File: src/rtl/acc_control_fsm.sv
// Multicycle control FSM for the accumulator processor.
// The state register holds the instruction phase. Every datapath select and
// write enable is decoded from that phase and from the opcode that the IR holds.
// Handshake: none. The unit free-runs one phase per clock. Reset high masks all
// strobes in the same cycle and returns the machine to FETCH on the next edge.
module acc_control_fsm #(
  parameter int OPW = 4,
  parameter int STW = 4
) (
  input  logic           CLK,
  input  logic           Reset,
  input  logic [OPW-1:0] Opcode,
  input  logic           AccZero,
  output logic           PCWrite,
  output logic [1:0]     PCSrc,
  output logic           IorD,
  output logic           MemRead,
  output logic           MemWrite,
  output logic           IRWrite,
  output logic           ALUSrcA,
  output logic [1:0]     ALUSrcB,
  output logic [2:0]     ALUOp,
  output logic           MemToAcc,
  output logic           AccWrite,
  output logic           Halted,
  output logic [STW-1:0] State
);

  typedef enum logic [STW-1:0] {
    S_FETCH   = STW'(0),
    S_DECODE  = STW'(1),
    S_MEMREAD = STW'(2),
    S_ALUEXEC = STW'(3),
    S_ACCWB   = STW'(4),
    S_STORE   = STW'(5),
    S_BRANCH  = STW'(6),
    S_JUMP    = STW'(7),
    S_HALT    = STW'(8)
  } state_t;

  localparam logic [OPW-1:0] OP_LOAD  = OPW'(0);
  localparam logic [OPW-1:0] OP_STORE = OPW'(1);
  localparam logic [OPW-1:0] OP_ADD   = OPW'(2);
  localparam logic [OPW-1:0] OP_SUB   = OPW'(3);
  localparam logic [OPW-1:0] OP_AND   = OPW'(4);
  localparam logic [OPW-1:0] OP_OR    = OPW'(5);
  localparam logic [OPW-1:0] OP_ADDI  = OPW'(6);
  localparam logic [OPW-1:0] OP_BEQZ  = OPW'(7);
  localparam logic [OPW-1:0] OP_JUMP  = OPW'(8);
  localparam logic [OPW-1:0] OP_HALT  = OPW'(15);

  localparam logic [2:0] ALU_ADD = 3'b000;
  localparam logic [2:0] ALU_SUB = 3'b001;
  localparam logic [2:0] ALU_AND = 3'b010;
  localparam logic [2:0] ALU_OR  = 3'b011;

  localparam logic [1:0] SRCB_MDR  = 2'b00;
  localparam logic [1:0] SRCB_IMM  = 2'b01;
  localparam logic [1:0] SRCB_TWO  = 2'b10;

  state_t state_q;
  state_t state_d;

  // ALU function for the arithmetic and logic opcodes (ADDI uses add).
  function automatic logic [2:0] alu_sel(input logic [OPW-1:0] op);
    case (op)
      OP_SUB:  alu_sel = ALU_SUB;
      OP_AND:  alu_sel = ALU_AND;
      OP_OR:   alu_sel = ALU_OR;
      default: alu_sel = ALU_ADD;
    endcase
  endfunction

  // State register: reset or any undefined encoding lands in FETCH.
  always_ff @(posedge CLK) begin
    if (Reset) state_q <= S_FETCH;
    else       state_q <= state_d;
  end

  // Next-state and output decode. Outputs default to 0 and reset masks all strobes.
  always_comb begin
    state_d  = S_FETCH;
    PCWrite  = 1'b0;
    PCSrc    = 2'b00;
    IorD     = 1'b0;
    MemRead  = 1'b0;
    MemWrite = 1'b0;
    IRWrite  = 1'b0;
    ALUSrcA  = 1'b0;
    ALUSrcB  = SRCB_MDR;
    ALUOp    = ALU_ADD;
    MemToAcc = 1'b0;
    AccWrite = 1'b0;
    Halted   = 1'b0;

    case (state_q)
      S_FETCH: begin
        MemRead = 1'b1;
        IRWrite = 1'b1;
        ALUSrcB = SRCB_TWO;
        PCWrite = 1'b1;
        state_d = S_DECODE;
      end
      S_DECODE: begin
        // Precompute the branch target into ALUOut while the opcode is decoded.
        ALUSrcB = SRCB_IMM;
        case (Opcode)
          OP_LOAD, OP_ADD, OP_SUB, OP_AND, OP_OR: state_d = S_MEMREAD;
          OP_ADDI:  state_d = S_ALUEXEC;
          OP_STORE: state_d = S_STORE;
          OP_BEQZ:  state_d = S_BRANCH;
          OP_JUMP:  state_d = S_JUMP;
          OP_HALT:  state_d = S_HALT;
          default:  state_d = S_FETCH;
        endcase
      end
      S_MEMREAD: begin
        MemRead = 1'b1;
        IorD    = 1'b1;
        state_d = (Opcode == OP_LOAD) ? S_ACCWB : S_ALUEXEC;
      end
      S_ALUEXEC: begin
        ALUSrcA = 1'b1;
        ALUSrcB = (Opcode == OP_ADDI) ? SRCB_IMM : SRCB_MDR;
        ALUOp   = alu_sel(Opcode);
        state_d = S_ACCWB;
      end
      S_ACCWB: begin
        AccWrite = 1'b1;
        if (Opcode == OP_LOAD) begin
          MemToAcc = 1'b1;
        end else begin
          // Hold the ALU controls so the result stays valid while ACC loads.
          ALUSrcA = 1'b1;
          ALUSrcB = (Opcode == OP_ADDI) ? SRCB_IMM : SRCB_MDR;
          ALUOp   = alu_sel(Opcode);
        end
        state_d = S_FETCH;
      end
      S_STORE: begin
        MemWrite = 1'b1;
        IorD     = 1'b1;
        state_d  = S_FETCH;
      end
      S_BRANCH: begin
        PCSrc   = 2'b10;
        PCWrite = AccZero;
        state_d = S_FETCH;
      end
      S_JUMP: begin
        PCWrite = 1'b1;
        PCSrc   = 2'b01;
        state_d = S_FETCH;
      end
      S_HALT: begin
        Halted  = 1'b1;
        state_d = S_HALT;
      end
      default: state_d = S_FETCH;
    endcase

    if (Reset) begin
      PCWrite  = 1'b0;
      IRWrite  = 1'b0;
      MemRead  = 1'b0;
      MemWrite = 1'b0;
      AccWrite = 1'b0;
      Halted   = 1'b0;
    end
  end

  assign State = state_q;

endmodule

File: config.mk
export PLATFORM = sky130hd
export DESIGN_NAME = acc_control_fsm
export DESIGN_NICKNAME = d
export VERILOG_FILES = /design/src/rtl/acc_control_fsm.sv
export SDC_FILE = /design/constraint.sdc
export NUM_CORES = 1
export LEC_CHECK = 0
export ABC_AREA = 0
export CORE_MARGIN = 2
export CORE_UTILIZATION = 37
export DETAILED_ROUTE_END_ITERATION = 7
export GPL_TIMING_DRIVEN = 0
export PLACE_DENSITY = 0.84
export SETUP_SLACK_MARGIN = 0.4
export SYNTH_ARGS = -nofsm -noshare
export SYNTH_HDL_FRONTEND = slang
export SYNTH_SLANG_ARGS = --single-unit
File: constraint.sdc
create_clock -name CLK -period 1.8 [get_ports CLK]
set_input_delay 0.18 -clock CLK [delete_from_list [all_inputs] [get_ports CLK]]
set_output_delay 0.18 -clock CLK [all_outputs]
set_load 0.02 [all_outputs]
==> flow_summary.json, run 1 <==
{
  "status": "complete, but fails checks",
  "failed_checks": "negative setup slack",
  "track_usage": 0.255,
  "synth_adder_area_share": 0,
  "synth-main-ff-cell": "dfxtp_1",
  "p_leak_nw": 0.450,
  "syn2layout_area_growth_pct": 106,
  "final-hold-violation-count": 0,
  "worst_path_max_delay_cell": "or3b_4",
  "rsz0062_at_grt": "yes",
  "crit_chain": "or3b_4, a211o_4, o31ai_4, buf_6",
  "antenna_found_initial": 0,
  "design_area_um2": 1050,
  "hold_depth": 3,
  "synthArstFlopShare": 0,
  "synth_warnings": 0,
  "drive_gt1_frac": 0.626,
  "wirelength_um": 2140,
  "finClkSkew_ns": 0.00463,
  "synth.avg_cell_area_um2": 6.96,
  "yosys.area_share.xor_xnor": 0.0172,
  "cp-end-kind": "output port",
  "cap_violations": 0,
  "vdd_drop_max_uv": 585,
  "nNetsFinal": 115,
  "syn-num-nets": 80,
  "synth-compound-area-share": 0.271,
  "viasPerCell": 5.84,
  "hold_ws_ns": 0.421,
  "cp.required_ns": 1.62,
  "io_buffers": 20,
  "total_power_uw": 584,
  "overflow": 0,
  "hold_path_class": "in -> reg",
  "dieWidth_um": 41.1,
  "cts_buffer_depth": 2,
  "syn-cell-area_um2": 508,
  "max_freq_ghz": 0.533,
  "n_antenna_cell": 0,
  "synth_cell_types": 36,
  "drtIter0Drc": 10,
  "hpwl_um": 1120,
  "startpoint_type": "flop",
  "via_count": 713,
  "coreArea_um2": 1280,
  "path_class": "reg -> out",
  "placed_area_um2": 793,
  "drv_slew": 0,
  "largest_reg_flops": 4,
  "ios": 27,
  "grt_pass1_wl_um": 2750,
  "grt_max_degree": 11,
  "setup_slack_ns": -0.0746,
  "regToRegEndpoint": "State[1]",
  "synthCells": 73,
  "yosys.area_share.simple": 0.429,
  "yosysSeqAreaShare": 0.158,
  "wl_per_cell_um": 17.6,
  "slew_headroom": 0.579,
  "drc": 0,
  "dieArea_um2": 1690,
  "cp_max_fo": 3,
  "synth_top_family_by_area": "simple AND/OR/NAND/NOR gates",
  "hold_end": "State[1]",
  "cts-root-buf": "clkbuf_4",
  "hold_buffers": 0,
  "hp-start": "Opcode[2]",
  "reg2reg_depth": 4,
  "synth_mux_area_frac": 0.0197,
  "die_h_um": 41.1,
  "final.min_clock_period_ns": 1.87,
  "finalCritPeriodShare": 1.04,
  "start_util": 0.395,
  "ant_nets": 0,
  "first_pass_iters": 4,
  "max_stage_delay_ns": 0.39,
  "core.rowCount": 13,
  "gp_congestion": 0.815,
  "cts.sink_count": 4,
  "rr_startpoint": "State[2]",
  "grt_pass1_vias": 599,
  "power_density_nw_per_um2": 558,
  "clk_pin_slew_ns": 0.04,
  "numCtsBuffers": 3,
  "tightest_slew_ns": 0.632,
  "ff2ff_setup_slack_ns": 0.18,
  "cts_tree": "built",
  "synth_edf_count": 0,
  "clock_latency_ns": 0.25,
  "cp.arrival_ns": 1.69,
  "htree_levels": 1,
  "final-setup-viol-count": 2,
  "ys_ff_latch": 4
}
## cell usage after synthesis, types with 2 or more instances
library cell  instances  share of area
nor2b_1               2          0.025
and3_1                4          0.049
nand2_1               5          0.037
dfxtp_1               4           0.16
or2_2                 3          0.037
nor3b_1               2          0.030
inv_1                 2          0.015
nor2_1                5          0.037
o31ai_1               2          0.030
clkbuf_1              8          0.059
nor4_1                5          0.062
a21oi_1               2          0.020
nor3_1                4          0.039
o21ai_0               3          0.030
## cell usage in the layout, fill, tap and decap left out, types with 2 or more instances in the layout
master         netlist  final
a21oi_2              0      2
and3_4               0      3
nor4_4               0      2
o31ai_4              0      2
dfxtp_4              0      3
nand2_1              5      5
buf_6                0     13
dlygate4sd2_1        0      4
buf_4                1     14
clkbuf_4             0      3
or2_4                0      2
nor4_2               0      2
nor2_1               5      3
nor3_2               0      3
o21ai_1              0      2
clkbuf_1             8      5
## per-stage QoR
step / std cells / setup slack, ns / TNS, ns / util
after detailed placement: 108 / -0.308 / -1.35 / 0.617
after global routing: 122 / -0.108 / -0.254 / 0.814
final: 122 / -0.0746 / -0.139 / 0.814
after CTS: 115 / -0.0694 / -0.123 / 0.722
after global placement: 108 / -0.299 / -1.25 / 0.617
after floorplan: 73 / 0.243 / 0 / -
## cell families (layout without fill, tap and decap cells)
kind of cell    after synthesis  after routing
mux                           1              1
other cells                   1              1
flops                         4              4
simple gates                 37             37
xor+xnor                      1              1
compound gates               17             17
buf+inv                      12             46
## worst max-delay path: cells and delay by family (launching register included)
family                 cells  cell delay [ns]
buffers and inverters      1             0.15
flip-flops                 1             0.35
AND/OR/NAND/NOR            1             0.39
AO/OA/AOI/OAI              2             0.56
## final cells by class
class                   instances  area, um2
inverters                       2       10.0
plain buffers                  10       82.6
repair buffers                 30        278
clock buffers                   4       26.3
well taps                      15       18.8
multi-input cells              57        538
flip-flops and latches          4       92.6
fillers                        81        239
## layer usage
layer | routed length (um) | GRT usage | part of all wire | vias to the layer above
met5 | 0 | 0 | 0 | -
met4 | 52 | 0.183 | 0.024 | 0
met3 | 90 | 0.0326 | 0.042 | 8
met2 | 1080 | 0.410 | 0.50 | 32
met1 | 923 | 0.307 | 0.43 | 332
li1 | - | - | - | 341
## repair_timing
action / CTS / global route
endpoints found under the setup margin: 20 / 18
hold endpoints to repair: 0 / 0
buffers inserted: 3 / 7
resized for setup: 114 / 17
pin swaps: 4 / 6
## worst max-delay path by stage
stage                        start         end  slack, ns  cells past startpoint
final                     State[2]  ALUSrcB[0]      -0.07                      4
after global routing      State[0]    ALUOp[1]      -0.11                      4
after CTS                 State[0]  ALUSrcB[0]      -0.07                      4
after detailed placement  State[2]  ALUSrcB[0]      -0.31                      5
after global placement    State[2]  ALUSrcB[0]      -0.30                      5
after floorplan           State[0]    ALUOp[1]       0.24                      3
## report_power, final
| part | switching (mW) | internal [mW] |
|---|---|---|
| Clock | 0.0512 | 0.0841 |
| Sequential | 0.00641 | 0.0961 |
| Combinational | 0.181 | 0.165 |
| Total | 0.239 | 0.345 |
(Power assumes the default switching activity.)
==> inputs of run 2 (changes only) <==
CORE_MARGIN = default   (was 2)
==> run 2 against run 1 <==
Effect of this change:
- the run still ends with negative setup slack left
- clock skew down 0.0034 ns
- critical endpoint unchanged
- die area down 9.5%
- via count up 4.9%
- combinational power about the same
- worst hold slack better by 0.0028 ns
==> flow_summary.json, run 2 (synthesis gave the netlist of run 1 again) <==
{
  "failed_checks": "negative setup slack",
  "multi_input_area_um2": 541,
  "drv_slew": 0,
  "hold_path_class": "in -> reg",
  "final.min_clock_period_ns": 1.88,
  "cts-root-buf": "clkbuf_4",
  "n_antenna_cell": 0,
  "rsz0062_at_grt": "yes",
  "switching_power_uw": 235,
  "numCtsBuffers": 3,
  "cp.required_ns": 1.62,
  "wl_per_cell_um": 18.1,
  "drtIter0Drc": 26,
  "overflow": 0,
  "io_buffers": 20,
  "finClkSkew_ns": 0.00123,
  "clock_latency_ns": 0.24,
  "p_seq_frac": 0.178,
  "viasPerCell": 6.18,
  "layout_commonest_cell": "buf_6",
  "syn2layout_area_growth_pct": 107,
  "path_class": "reg -> out",
  "cts_tree": "built",
  "cap_violations": 0,
  "dieArea_um2": 1530,
  "die_h_um": 39.1,
  "grt_max_degree": 11,
  "cts_buffer_depth": 2,
  "power_density_nw_per_um2": 550,
  "slew_headroom": 0.598,
  "cp.arrival_ns": 1.70,
  "ios": 27,
  "ff_latch_area_um2": 92.6,
  "largest_reg_flops": 4,
  "drc": 0,
  "drive_gt1_frac": 0.645,
  "final_core_util": 0.886,
  "status": "complete, but fails checks",
  "htree_levels": 1,
  "final-setup-viol-count": 3,
  "grt_pass1_wl_um": 2580,
  "finalCritPeriodShare": 1.04,
  "final-hold-violation-count": 0,
  "grt_pass1_vias": 588,
  "cp_max_fo": 4,
  "via_count": 748,
  "p_leak_nw": 0.459,
  "coreArea_um2": 1190,
  "hpwl_um": 1060,
  "first_pass_iters": 4,
  "tightest_slew_ns": 0.603,
  "dieWidth_um": 39.1,
  "wirelength_um": 2190,
  "internal_power_uw": 344,
  "vdd_drop_max_uv": 557,
  "total_power_uw": 578,
  "fillerInstances": 58,
  "nNetsFinal": 115,
  "track_usage": 0.256,
  "max_freq_ghz": 0.533,
  "clk_pin_slew_ns": 0.04,
  "power_frac_comb": 0.604,
  "gp_congestion": 0.823,
  "ant_nets": 0,
  "dp_slack_ns": -0.324,
  "cts.sink_count": 4,
  "cp-end-kind": "output port",
  "setup_slack_ns": -0.0777,
  "most-common-layout-cells": "buf_6 (17), buf_4 (10), clkbuf_1 (5), nand2_1 (5)",
  "antenna_found_initial": 0,
  "startpoint_type": "flop",
  "clkPwrFrac": 0.218,
  "start_util": 0.428,
  "core.rowCount": 12,
  "sw_frac_of_total": 0.405
}
[run 2: worst paths after layout]
kind	startpoint	end	slack, ns	depth (start not counted)
setup / recovery	State[2]	ALUSrcB[0]	-0.08	4
hold / removal	Opcode[2]	State[1]	0.42	3
setup reg to reg	State[1]	State[3]	0.12	5
hold reg to reg	State[0]	State[1]	0.72	3
[run 2: through the flow]
stage | instances | TNS, ns | hold slack (ns) | cell area [um2]
final | 121 | -0.150 | 0.424 | 1050
after global routing | 121 | -0.279 | 0.445 | 1050
after CTS | 115 | -0.102 | 0.405 | 902
after detailed placement | 107 | -1.44 | 0.607 | 792
after global placement | 107 | -1.34 | 0.602 | 792
after floorplan | 73 | 0 | 0.522 | 574
[run 2: cell type report]
| class | count | area share |
|---|---|---|
| buffer | 10 | 0.0667 |
| clock buffer | 4 | 0.0250 |
| inverter | 2 | 0.0131 |
| multi-input combinational | 57 | 0.514 |
| sequential | 4 | 0.0881 |
| tap | 14 | 0.0167 |
| timing repair buffer | 30 | 0.276 |
[run 2: per-layer routing]
layer	GRT usage	part of all wire
met1	0.298	0.41
met2	0.417	0.48
met3	0.0405	0.060
met4	0.181	0.048
met5	0	0
[run 2: power groups by stage]
stage                     combinational, mW  sequential, mW  clock (mW)
after floorplan                       0.150           0.114           0
final                                 0.349           0.103       0.126
after global placement                0.234           0.107           0
after detailed placement              0.236           0.108           0
after CTS                             0.271           0.101       0.125
after global routing                  0.362           0.103       0.137
[run 2: critical path, cell delays in order, from the launching register on]
cell and delay [ns]:
dfxtp_4 0.35, or3b_4 0.40, a211o_4 0.37, o31ai_4 0.18
buf_6 0.14
[run 2: repair_timing]
item	in CTS	in global routing
pin swaps	4	10
gates cloned	0	1
hold buffers	0	0
setup endpoints to repair	20	19
buffers inserted	4	5
resized for setup	100	37
==> inputs of run 3 (changes only) <==
CTS_CLUSTER_DIAMETER = 30   (was default)
==> results of run 3 <==
Final layout, timing and power as in run 2 (identical DEF).
